**config.mk**
```make
export PLATFORM = sky130hd
export DESIGN_NAME = id_ex_stage
export DESIGN_NICKNAME = d
export VERILOG_FILES = /design/src/rtl/id_ex_stage_pkg.sv /design/src/rtl/id_ex_stage_fwd_unit.sv /design/src/rtl/id_ex_stage.sv
export SDC_FILE = /design/constraint.sdc
export NUM_CORES = 1
export LEC_CHECK = 0
export CORE_MARGIN = 4
export CORE_UTILIZATION = 49
export CTS_CLUSTER_DIAMETER = 120
export CTS_CLUSTER_SIZE = 24
export DETAILED_ROUTE_END_ITERATION = 8
export GPL_ROUTABILITY_DRIVEN = 0
export PLACE_DENSITY_LB_ADDON = 0.25
export SYNTH_ARGS = -nofsm -noshare
export SYNTH_HDL_FRONTEND = slang
export SYNTH_SLANG_ARGS = --single-unit
```
**constraint.sdc**
```tcl
create_clock -name clk -period 9.6 [get_ports clk]
set_input_delay 1.92 -clock clk [delete_from_list [all_inputs] [get_ports clk]]
set_output_delay 1.92 -clock clk [all_outputs]
set_load 0.01 [all_outputs]
```
**src/rtl/id_ex_stage_pkg.sv**
```systemverilog
// Shared constants and ALU operation codes for the ID/EX pipeline stage.
package id_ex_stage_pkg;

   localparam int unsigned DataWDefault = 32;
   localparam int unsigned RaWDefault   = 5;
   localparam int unsigned ZeroReg      = 0;

   typedef enum logic [2:0] {
      AluAnd = 3'b000,
      AluOr  = 3'b001,
      AluAdd = 3'b010,
      AluSll = 3'b011,
      AluSub = 3'b110,
      AluSlt = 3'b111
   } alu_sig_e;

endpackage

```
**src/rtl/id_ex_stage_fwd_unit.sv**
```systemverilog
// Per-operand forwarding mux: EX/MEM result beats MEM/WB result beats held register data.
module id_ex_stage_fwd_unit
   import id_ex_stage_pkg::*;
#(
   parameter int unsigned DATA_W = DataWDefault,
   parameter int unsigned RA_W   = RaWDefault
) (
   input  logic [RA_W-1:0]   i_src,
   input  logic [DATA_W-1:0] i_held,
   input  logic              i_mem_reg_write,
   input  logic [RA_W-1:0]   i_mem_rd,
   input  logic [DATA_W-1:0] i_mem_result,
   input  logic              i_wb_reg_write,
   input  logic [RA_W-1:0]   i_wb_rd,
   input  logic [DATA_W-1:0] i_wb_result,
   output logic [DATA_W-1:0] o_data
);

   logic w_mem_hit;
   logic w_wb_hit;

   // $zero is hard-wired, so a write to it must never be forwarded.
   assign w_mem_hit = i_mem_reg_write && (i_mem_rd != RA_W'(ZeroReg)) && (i_mem_rd == i_src);
   assign w_wb_hit  = i_wb_reg_write && (i_wb_rd != RA_W'(ZeroReg)) && (i_wb_rd == i_src);

   assign o_data = w_mem_hit ? i_mem_result :
                   w_wb_hit  ? i_wb_result  : i_held;

endmodule

```
**src/rtl/id_ex_stage.sv**
```systemverilog
// ID/EX pipeline register with WB capture bypass, load-use bubble insertion and operand forwarding.
module id_ex_stage
   import id_ex_stage_pkg::*;
#(
   parameter int unsigned DATA_W = DataWDefault,
   parameter int unsigned RA_W   = RaWDefault
) (
   input  logic              clk,
   input  logic              rst,
   input  logic              stall,
   input  logic              flush,
   input  logic              id_valid,
   input  logic [DATA_W-1:0] id_rs_data,
   input  logic [DATA_W-1:0] id_rt_data,
   input  logic [DATA_W-1:0] id_imm,
   input  logic [RA_W-1:0]   id_rs,
   input  logic [RA_W-1:0]   id_rt,
   input  logic [RA_W-1:0]   id_rd,
   input  logic [4:0]        id_shamt,
   input  logic [2:0]        id_alu_sig,
   input  logic              id_alu_src,
   input  logic              id_reg_dst,
   input  logic              id_reg_write,
   input  logic              id_mem_read,
   input  logic              id_mem_write,
   input  logic              id_mem_to_reg,
   input  logic              mem_reg_write,
   input  logic [RA_W-1:0]   mem_rd,
   input  logic [DATA_W-1:0] mem_result,
   input  logic              wb_reg_write,
   input  logic [RA_W-1:0]   wb_rd,
   input  logic [DATA_W-1:0] wb_result,
   output logic [DATA_W-1:0] alu_dataA,
   output logic [DATA_W-1:0] alu_dataB,
   output logic [2:0]        alu_signal,
   output logic [4:0]        alu_shamt,
   output logic [DATA_W-1:0] ex_store_data,
   output logic [RA_W-1:0]   ex_dest,
   output logic              ex_valid,
   output logic              ex_reg_write,
   output logic              ex_mem_read,
   output logic              ex_mem_write,
   output logic              ex_mem_to_reg,
   output logic              load_use_hazard
);

   logic              r_valid;
   logic [DATA_W-1:0] r_rs_data, r_rt_data, r_imm;
   logic [RA_W-1:0]   r_rs, r_rt, r_rd;
   logic [4:0]        r_shamt;
   logic [2:0]        r_alu_sig;
   logic              r_alu_src, r_reg_dst, r_reg_write, r_mem_read, r_mem_write, r_mem_to_reg;

   logic              w_wb_live;
   logic [RA_W-1:0]   w_dest;
   logic              w_bubble;
   logic [DATA_W-1:0] w_fwd_rs, w_fwd_rt;

   assign w_wb_live = wb_reg_write && (wb_rd != RA_W'(ZeroReg));
   assign w_dest    = r_reg_dst ? r_rd : r_rt;

   assign load_use_hazard = r_valid && r_mem_read && (w_dest != RA_W'(ZeroReg)) &&
                            ((w_dest == id_rs) || (w_dest == id_rt)) && id_valid;

   // Flush, reset and a load-use bubble all leave an all-zero stage behind.
   assign w_bubble = rst || flush || (!stall && load_use_hazard);

   always_ff @(posedge clk) begin
      if (w_bubble) begin
         r_valid      <= 1'b0;
         r_rs_data    <= '0;
         r_rt_data    <= '0;
         r_imm        <= '0;
         r_rs         <= '0;
         r_rt         <= '0;
         r_rd         <= '0;
         r_shamt      <= '0;
         r_alu_sig    <= '0;
         r_alu_src    <= 1'b0;
         r_reg_dst    <= 1'b0;
         r_reg_write  <= 1'b0;
         r_mem_read   <= 1'b0;
         r_mem_write  <= 1'b0;
         r_mem_to_reg <= 1'b0;
      end else if (stall) begin
         // A held instruction must not miss a writeback that retires while it waits.
         if (w_wb_live && (wb_rd == r_rs)) r_rs_data <= wb_result;
         if (w_wb_live && (wb_rd == r_rt)) r_rt_data <= wb_result;
      end else begin
         r_valid      <= id_valid;
         r_rs_data    <= (w_wb_live && (wb_rd == id_rs)) ? wb_result : id_rs_data;
         r_rt_data    <= (w_wb_live && (wb_rd == id_rt)) ? wb_result : id_rt_data;
         r_imm        <= id_imm;
         r_rs         <= id_rs;
         r_rt         <= id_rt;
         r_rd         <= id_rd;
         r_shamt      <= id_shamt;
         r_alu_sig    <= id_alu_sig;
         r_alu_src    <= id_alu_src;
         r_reg_dst    <= id_reg_dst;
         r_reg_write  <= id_reg_write;
         r_mem_read   <= id_mem_read;
         r_mem_write  <= id_mem_write;
         r_mem_to_reg <= id_mem_to_reg;
      end
   end

   id_ex_stage_fwd_unit #(.DATA_W(DATA_W), .RA_W(RA_W)) u_fwd_rs (
      .i_src          (r_rs),
      .i_held         (r_rs_data),
      .i_mem_reg_write(mem_reg_write),
      .i_mem_rd       (mem_rd),
      .i_mem_result   (mem_result),
      .i_wb_reg_write (wb_reg_write),
      .i_wb_rd        (wb_rd),
      .i_wb_result    (wb_result),
      .o_data         (w_fwd_rs)
   );

   id_ex_stage_fwd_unit #(.DATA_W(DATA_W), .RA_W(RA_W)) u_fwd_rt (
      .i_src          (r_rt),
      .i_held         (r_rt_data),
      .i_mem_reg_write(mem_reg_write),
      .i_mem_rd       (mem_rd),
      .i_mem_result   (mem_result),
      .i_wb_reg_write (wb_reg_write),
      .i_wb_rd        (wb_rd),
      .i_wb_result    (wb_result),
      .o_data         (w_fwd_rt)
   );

   assign alu_dataA     = w_fwd_rs;
   assign alu_dataB     = r_alu_src ? r_imm : w_fwd_rt;
   assign ex_store_data = w_fwd_rt;
   assign alu_signal    = r_alu_sig;
   assign alu_shamt     = r_shamt;
   assign ex_dest       = w_dest;
   assign ex_valid      = r_valid;
   assign ex_reg_write  = r_reg_write;
   assign ex_mem_read   = r_mem_read;
   assign ex_mem_write  = r_mem_write;
   assign ex_mem_to_reg = r_mem_to_reg;

endmodule

```
Yosys cells after proc, flatten, opt, wreduce, memory -nomap -nowiden

Cells that the tools add are included.

Flip-flop bits (word level): 126
Input bits: 206
Output and inout bits: 115
Word-level logic and storage cells: 53

Equality and inequality tests: 8
Muxes and demuxes: 10
Reductions and logical operators: 20

Operator list:

| cell               | number |
|---|---|
| 32-bit 2-to-1 mux  | 9 |
| 5-bit == test      | 8 |
| 5-bit nonzero test | 3 |
| 1-bit logical AND  | 13 |
| 5-bit 2-to-1 mux   | 1 |
| 1-bit logical OR   | 3 |
| 1-bit logical NOT  | 1 |

Longest topological paths before layout

Gate-level depths: netlist of the first run.

Word-level depth: 7
Gate-level depth with buffers: 9

Cells and area by module

A second synthesis of the first run with hierarchy kept.

Cells, all modules: 1120
Area, all modules: 9302.7 um2

Modules (own cells, without submodules):

| module               | instances | cells an instance | area an instance (um2) | sequential area each (um2) |
|---|---|---|---|---|
| id_ex_stage          | 1         | 750               | 6967.9                 | 2522.4 |
| id_ex_stage_fwd_unit | 2         | 185               | 1167.4                 | 0.0 |

Worst setup path after synthesis of the first run

OpenSTA, ideal clock, no wires.

Kind: input port to output port
Start: input wb_rd[3]
End: output alu_dataB[10]
Data arrival time: 3.952 ns
Required time: 7.680 ns
Setup slack: 3.728 ns
Stages: 8
Buffers on the path: 2
Cells stage by stage: buf_2 xnor2_1 nand3_1 nor4_2 buf_6 mux2_4 mux2_4 mux2_2

Word-level cells in the longest chain between the ends: 6

Ends and longest elaborated chain:

| what                  | line                       | source |
|---|---|---|
| from (decl)           | id_ex_stage.sv:31          | `input logic [RA_W-1:0] wb_rd,` |
| 5-bit nonzero test    | id_ex_stage_fwd_unit.sv:24 | `assign w_wb_hit = i_wb_reg_write && (i_wb_rd != RA_W'(ZeroReg)) && (i_wb_rd == i_src);` |
| 1-bit logical AND     | id_ex_stage_fwd_unit.sv:24 |  |
| 1-bit logical AND *   | id_ex_stage_fwd_unit.sv:24 |  |
| 32-bit 2-to-1 mux *   | -                          |  |
| 32-bit 2-to-1 mux *   | id_ex_stage_fwd_unit.sv:26 | `assign o_data = w_mem_hit ? i_mem_result :` |
| via ex_store_data[10] | id_ex_stage.sv:37          | `output logic [DATA_W-1:0] ex_store_data,` |
| 32-bit 2-to-1 mux *   | id_ex_stage.sv:133         | `assign alu_dataB = r_alu_src ? r_imm : w_fwd_rt;` |
| to (decl)             | id_ex_stage.sv:34          | `output logic [DATA_W-1:0] alu_dataB,` |

The timed path passes the listed nets; every way through them passes the cells marked *.

Final worst setup path of the first run

Start: input mem_rd[0]
End: output alu_dataB[0]

Word-level cells in the longest chain between the ends: 5

Ends and longest elaborated chain:

| what                | line                       | source |
|---|---|---|
| from (decl)         | id_ex_stage.sv:28          | `input logic [RA_W-1:0] mem_rd,` |
| 5-bit nonzero test  | id_ex_stage_fwd_unit.sv:23 | `assign w_mem_hit = i_mem_reg_write && (i_mem_rd != RA_W'(ZeroReg)) && (i_mem_rd == i_src);` |
| 1-bit logical AND   | id_ex_stage_fwd_unit.sv:23 |  |
| 1-bit logical AND * | id_ex_stage_fwd_unit.sv:23 |  |
| 32-bit 2-to-1 mux * | id_ex_stage_fwd_unit.sv:26 |  |
| 32-bit 2-to-1 mux * | id_ex_stage.sv:133         |  |

Mark *: on every way between the ends. The rest lies on a longest branch, timed or not.

==> impl_metrics.env, run 1 <==
export IMPL_grt_max_degree=89
export IMPL_reg2reg_to="r_rt_data[21]"
export IMPL_clock_latency_ps=420
export IMPL_r2r_slack_ps=6250
export IMPL_ys_flop_type="dfxtp_1"
export IMPL_place_ws_ps=2230
export IMPL_start_kind="input port"
export IMPL_overflow=0
export IMPL_fin_setup_tns_ps=0
export IMPL_vias=7880
export IMPL_rows=47
export IMPL_grt_pass1_vias=8112
export IMPL_setup_ws_ps=2220
export IMPL_mostFrequentLayoutCell="clkdlybuf4s50_1"
export IMPL_final_min_clock_period_ps=7380
export IMPL_synth_area_top_cells="dfxtp_1, mux2_2, mux2_4"
export IMPL_swShare_pct=25.5
export IMPL_clock_sinks=126
export IMPL_die_width_um=140
export IMPL_numCtsBuffers=17
export IMPL_p_seq_share_pct=35.5
export IMPL_reg2reg_from="r_reg_dst"
export IMPL_clk_pin_slew_ps=50
export IMPL_fin_crit_sh_pct=76.9
export IMPL_reg_top3="r_imm (32), r_rs_data (32), r_rt_data (32)"
export IMPL_cts_max_path_buffers=2
export IMPL_viasPerCell=5.91
export IMPL_grt_use_total_pct=29.0
export IMPL_synth_seq_cells=126
export IMPL_async_flop_share_pct=0
export IMPL_yosys_area_top_type="dfxtp_1"
export IMPL_cts_root_buffer="clkbuf_16"
export IMPL_dp_hpwl_um=20000
export IMPL_reg2reg_depth=8
export IMPL_drt_iter0_markers=400
export IMPL_finClkSkew_ps=9.32
export IMPL_coreArea_sq_um=16800
export IMPL_yosys_warnings=0
export IMPL_vdd_drop_max_mv=0.130
export IMPL_rsz0062_at_grt="false"
export IMPL_port_buffers=320
export IMPL_combinationalPowerShare_pct=22.6
export IMPL_detail_route_antenna_nets=0
export IMPL_synth_edf_count=0
export IMPL_synth_nets=1036
export IMPL_grt_pass1_wl_um=45500
export IMPL_p_leak_nw=4.84
export IMPL_critical_path_peak_fanout=17
export IMPL_wl_um=29600
export IMPL_endpoint="alu_dataB[0]"
export IMPL_first_pass_iters=5
export IMPL_start_util_pct=50.7
export IMPL_pwr_share_clk_pct=41.9
export IMPL_cts_tree="done"
export IMPL_hold_path_class="reg -> reg"
export IMPL_netlist_area_leader_share_pct=29.6
export IMPL_status="completed"
export IMPL_power_density_nw_per_um2=129
export IMPL_finalMaxSlewViolations=0
export IMPL_dieArea_sq_um=19600
export IMPL_cap_violations=0
export IMPL_power_internal_mw=1.19
export IMPL_hold_slack_ps=463
export IMPL_tightest_slew_ps=1040
export IMPL_cts_max_level=4
export IMPL_die_h_um=140
export IMPL_critPathArrivalTime_ps=5460
export IMPL_hold_buffers=0
export IMPL_syn_inst=830
export IMPL_hold_path_depth=2
export IMPL_synth_area_per_cell_sq_um=10.3
export IMPL_endpoint_kind="output pin"
export IMPL_layout_drive_gt1_share_pct=28.1
export IMPL_p_switching_uw=409
export IMPL_critical_path_class="in -> out"
export IMPL_ys_seq_area_share_pct=29.6
export IMPL_yosysUniqueCellTypes=30
export IMPL_cts_resized_gates=0
export IMPL_finalSetupViolCount=0
export IMPL_relSlewSlack_pct=31.0
export IMPL_antenna_found_initial=1
export IMPL_critPathRequiredTime_ps=7680
export IMPL_startpoint="mem_rd[0]"
export IMPL_cts_setup_buffers=0
export IMPL_hold_viol=0
export IMPL_pin_count=321
export IMPL_final_nets=1306
export IMPL_synthesis_area_sq_um=8530
export IMPL_wire_per_inst_um=22.2
export IMPL_max_freq_mhz=136
export IMPL_syn2layout_area_growth_pct=45.5
export IMPL_post_route_drc_count=0
export IMPL_final_cell_mix="clkdlybuf4s50_1, mux2_2, dfxtp_1"
## cell usage after synthesis (2+ instances only)
cell type / number
and3b_1: 32
mux2i_1: 37
buf_2: 15
xnor2_1: 23
nor2_1: 2
xor2_1: 17
mux2_2: 189
nor4_2: 2
nand3_1: 8
buf_6: 6
mux2_1: 7
nor3_1: 4
nor4_1: 35
o21ai_0: 63
nand2_1: 63
clkbuf_1: 60
inv_1: 5
or4_1: 3
dfxtp_1: 126
mux2_4: 60
a32oi_1: 62
buf_1: 3
## logic make-up (layout without fill, tap and decap cells)
logic type	after synthesis	after routing	share of synthesized area, %
xor gates and xnor gates	40	40	4.11
DFF	126	126	29.6
and+or+nand+nor	153	153	10.4
other	0	2	0
AOI/OAI and AO/OA	128	128	10.5
buffers and inverters	90	372	4.72
muxes	293	293	40.8
## critical path, cell delays in order
cell,delay (ps)
clkdlybuf4s50_1,470
or4_1,530
o21ai_0,290
nor4_1,130
nand3_2,460
buf_4,480
mux2_2,430
mux2_2,270
clkdlybuf4s50_1,470
## metal layers
metal	track usage [%]	wire length, um
met5	0	0
met4	9.74	800
met3	7.29	1970
met2	49.6	14300
met1	35.6	12500
## power by group through the flow
stage / Combinational, mW / Clock, mW / Sequential [mW]
2_1_floorplan: 0.173 / 0 / 0.572
3_3_place_gp: 0.353 / 0 / 0.579
3_5_place_dp: 0.358 / 0 / 0.580
4_1_cts: 0.362 / 0.675 / 0.569
5_1_grt: 0.385 / 0.699 / 0.572
6_report: 0.361 / 0.671 / 0.569
## layout make-up
class | count | area [sq um]
Fill cell | 1236 | 4410
Sequential cell | 126 | 2520
Inverter | 5 | 18.8
Timing Repair Buffer | 336 | 3310
Clock inverter | 10 | 138
Tap cell | 220 | 275
Clock buffer | 21 | 470
Multi-Input combinational cell | 614 | 5670
Antenna cell | 2 | 5.00
## stage by stage
step / util [%] / instance area, sq um / total power [mW] / instances
global placement: 70.2 / 11800 / 0.931 / 1301
global route: 73.8 / 12400 / 1.66 / 1333
floorplan: - / 8530 / 0.745 / 830
detailed placement: 70.2 / 11800 / 0.938 / 1301
CTS: 73.8 / 12400 / 1.61 / 1332
finish: 73.8 / 12400 / 1.60 / 1334
## how the worst min path moves through the flow
stage              start        end
2_1_floorplan   r_imm[0]   r_imm[0]
3_3_place_gp   r_imm[30]  r_imm[30]
3_5_place_dp   r_imm[26]  r_imm[26]
4_1_cts        r_imm[26]  r_imm[26]
5_1_grt        r_imm[29]  r_imm[29]
6_report        r_imm[5]   r_imm[5]
No activity file was read; power rests on OpenSTA's default activity.
==> run 2, diff against run 1 <==
--- a/config.mk
+++ b/config.mk
@@ -6,7 +6,7 @@
 export NUM_CORES = 1
 export LEC_CHECK = 0
 export CORE_MARGIN = 4
-export CORE_UTILIZATION = 49
+export CORE_UTILIZATION = 41
 export CTS_CLUSTER_DIAMETER = 120
 export CTS_CLUSTER_SIZE = 24
 export DETAILED_ROUTE_END_ITERATION = 8
==> constraint.sdc (replaced) <==
create_clock -name clk -period 6.37 [get_ports clk]
set_input_delay 1.274 -clock clk [delete_from_list [all_inputs] [get_ports clk]]
set_output_delay 1.274 -clock clk [all_outputs]
set_load 0.01 [all_outputs]
==> impl_metrics.env, run 2 (synthesized netlist as in run 1, its figures left out) <==
export IMPL_pwr_share_clk_pct=44.7
export IMPL_cap_violations=0
export IMPL_dp_cells=1354
export IMPL_p_seq_share_pct=33.9
export IMPL_p_leak_nw=4.91
export IMPL_stdcell_count=1387
export IMPL_antenna_found_initial=1
export IMPL_layout_drive_gt1_share_pct=28.4
export IMPL_clock_latency_ps=420
export IMPL_dp_hpwl_um=20000
export IMPL_grt_use_total_pct=24.6
export IMPL_met2_length_um=14200
export IMPL_post_route_drc_count=0
export IMPL_final_nets=1309
export IMPL_port_buffers=320
export IMPL_status="completed"
export IMPL_drt_iter0_markers=423
export IMPL_finClkSkew_ps=11.2
export IMPL_finalMaxSlewViolations=0
export IMPL_syn2layout_area_growth_pct=47.6
export IMPL_place_ws_ps=585
export IMPL_cts_resized_gates=0
export IMPL_critical_path_peak_fanout=21
export IMPL_crit_top_cell="clkdlybuf4s50_1"
export IMPL_grt_pass1_vias=7970
export IMPL_die_h_um=152
export IMPL_combinationalPowerShare_pct=21.5
export IMPL_cts_tree="done"
export IMPL_vdd_drop_max_mv=0.143
export IMPL_cts_root_buffer="clkbuf_16"
export IMPL_fin_area_sq_um=12600
export IMPL_numCtsBuffers=17
export IMPL_worst_path_max_delay_cell="or4_2"
export IMPL_vias=7720
export IMPL_mostFrequentLayoutCell="clkdlybuf4s50_1"
export IMPL_detail_route_antenna_nets=0
export IMPL_die_width_um=152
export IMPL_finalSetupViolCount=0
export IMPL_critPathRequiredTime_ps=5100
export IMPL_rsz0062_at_grt="false"
export IMPL_overflow=0
export IMPL_viasPerCell=5.57
export IMPL_met3_length_um=1970
export IMPL_clk_pin_slew_ps=60
export IMPL_reg_top3="r_imm (32), r_rs_data (32), r_rt_data (32)"
export IMPL_hold_path_class="reg -> reg"
export IMPL_tightest_slew_ps=991
export IMPL_setup_ws_ps=591
export IMPL_first_pass_iters=6
export IMPL_relSlewSlack_pct=33.9
export IMPL_power_internal_mw=1.90
export IMPL_dieArea_sq_um=23200
export IMPL_swShare_pct=24.8
export IMPL_critical_path_class="in -> out"
export IMPL_hold_viol=0
export IMPL_endpoint_kind="output pin"
export IMPL_rows=52
export IMPL_total_power_mw=2.53
export IMPL_cts_setup_buffers=0
export IMPL_start_kind="input port"
export IMPL_met1_length_um=12700
export IMPL_critPathArrivalTime_ps=4510
export IMPL_final_min_clock_period_ps=5780
export IMPL_clock_sinks=126
export IMPL_crit_path_cell_trace="clkdlybuf4s50_1 -> or4_4 -> o21ai_4 -> or4_2 -> buf_12 -> mux2_1 -> mux2_2 -> clkdlybuf4s50_1"
export IMPL_coreArea_sq_um=20400
export IMPL_fin_crit_sh_pct=90.7
export IMPL_wire_per_inst_um=21.3
export IMPL_final_cell_mix="clkdlybuf4s50_1, mux2_2, dfxtp_1"
export IMPL_p_switching_uw=627
export IMPL_cts_max_path_buffers=2
export IMPL_top_layer="met4"
export IMPL_max_freq_mhz=173
export IMPL_wl_um=29500
export IMPL_power_density_nw_per_um2=201
export IMPL_postPlaceCellArea_sq_um=11900
export IMPL_pin_count=321
export IMPL_grt_max_degree=85
export IMPL_cpPeakStageDelay_ps=930
export IMPL_fin_setup_tns_ps=0
export IMPL_cts_max_level=4
export IMPL_start_util_pct=41.9
export IMPL_grt_pass1_wl_um=45900
export IMPL_hold_buffers=0
-- run 2: cell count changes in the layout (fill, tap and decap cells not counted), sizes merged --
cell      change
buf           +3
bufinv        +3
clkbuf        -2
clkinv        +3
clkinvlp      -4
diode         -1
inv           +1
-- run 2: metal layers --
metal,global-route usage (%),vias to the layer above
li1,-,3668
met1,31.2,3709
met2,41.3,303
met3,5.99,40
met4,7.36,0
met5,0,-
-- run 2: cell type report --
class / instances / area, sq um
multi-input combinational: 614 / 5670
clock inverter: 13 / 236
inverter: 5 / 18.8
timing repair buffer: 339 / 3360
fill: 1752 / 7770
antenna: 1 / 2.50
tap: 270 / 338
clock buffer: 19 / 443
sequential: 126 / 2520
-- run 2: per-stage QoR --
step	hold slack, ps	utilization [%]
floorplan	430	-
global route	484	61.8
detailed placement	454	58.5
global placement	443	58.5
finish	470	61.8
CTS	470	61.8
-- run 2: worst max-delay path: cells and delay by family --
kind            cells  cell delay, ps
compound gates      1              80
mux                 2             600
simple gates        2            1140
buf+inv             3            1380
-- run 2: path summary, 6_finish.rpt --
path / start / end / slack [ps] / cells past startpoint
hold reg to reg: r_imm[8] / r_imm[8] / 470 / 2
hold / removal: r_imm[8] / r_imm[8] / 470 / 2
setup reg to reg: r_reg_dst / r_rt_data[8] / 3050 / 8
setup / recovery: wb_rd[4] / alu_dataA[1] / 590 / 8
-- run 2: power by group through the flow --
| stage | registers [mW] | clock network, mW | logic (mW) |
|---|---|---|---|
| after global placement | 0.873 | 0 | 0.536 |
| after detailed placement | 0.874 | 0 | 0.542 |
| after global routing | 0.862 | 1.19 | 0.582 |
| after CTS | 0.857 | 1.15 | 0.546 |
| final | 0.858 | 1.13 | 0.543 |
| after floorplan | 0.862 | 0 | 0.261 |
==> run 3, diff against run 2 <==
--- a/config.mk
+++ b/config.mk
@@ -11,6 +11,7 @@
 export CTS_CLUSTER_SIZE = 24
 export DETAILED_ROUTE_END_ITERATION = 8
 export GPL_ROUTABILITY_DRIVEN = 0
+export HOLD_SLACK_MARGIN = 0.03
 export PLACE_DENSITY_LB_ADDON = 0.25
 export SYNTH_ARGS = -nofsm -noshare
 export SYNTH_HDL_FRONTEND = slang
==> results of run 3 <==
Final layout, timing and power as in run 2 (identical DEF).
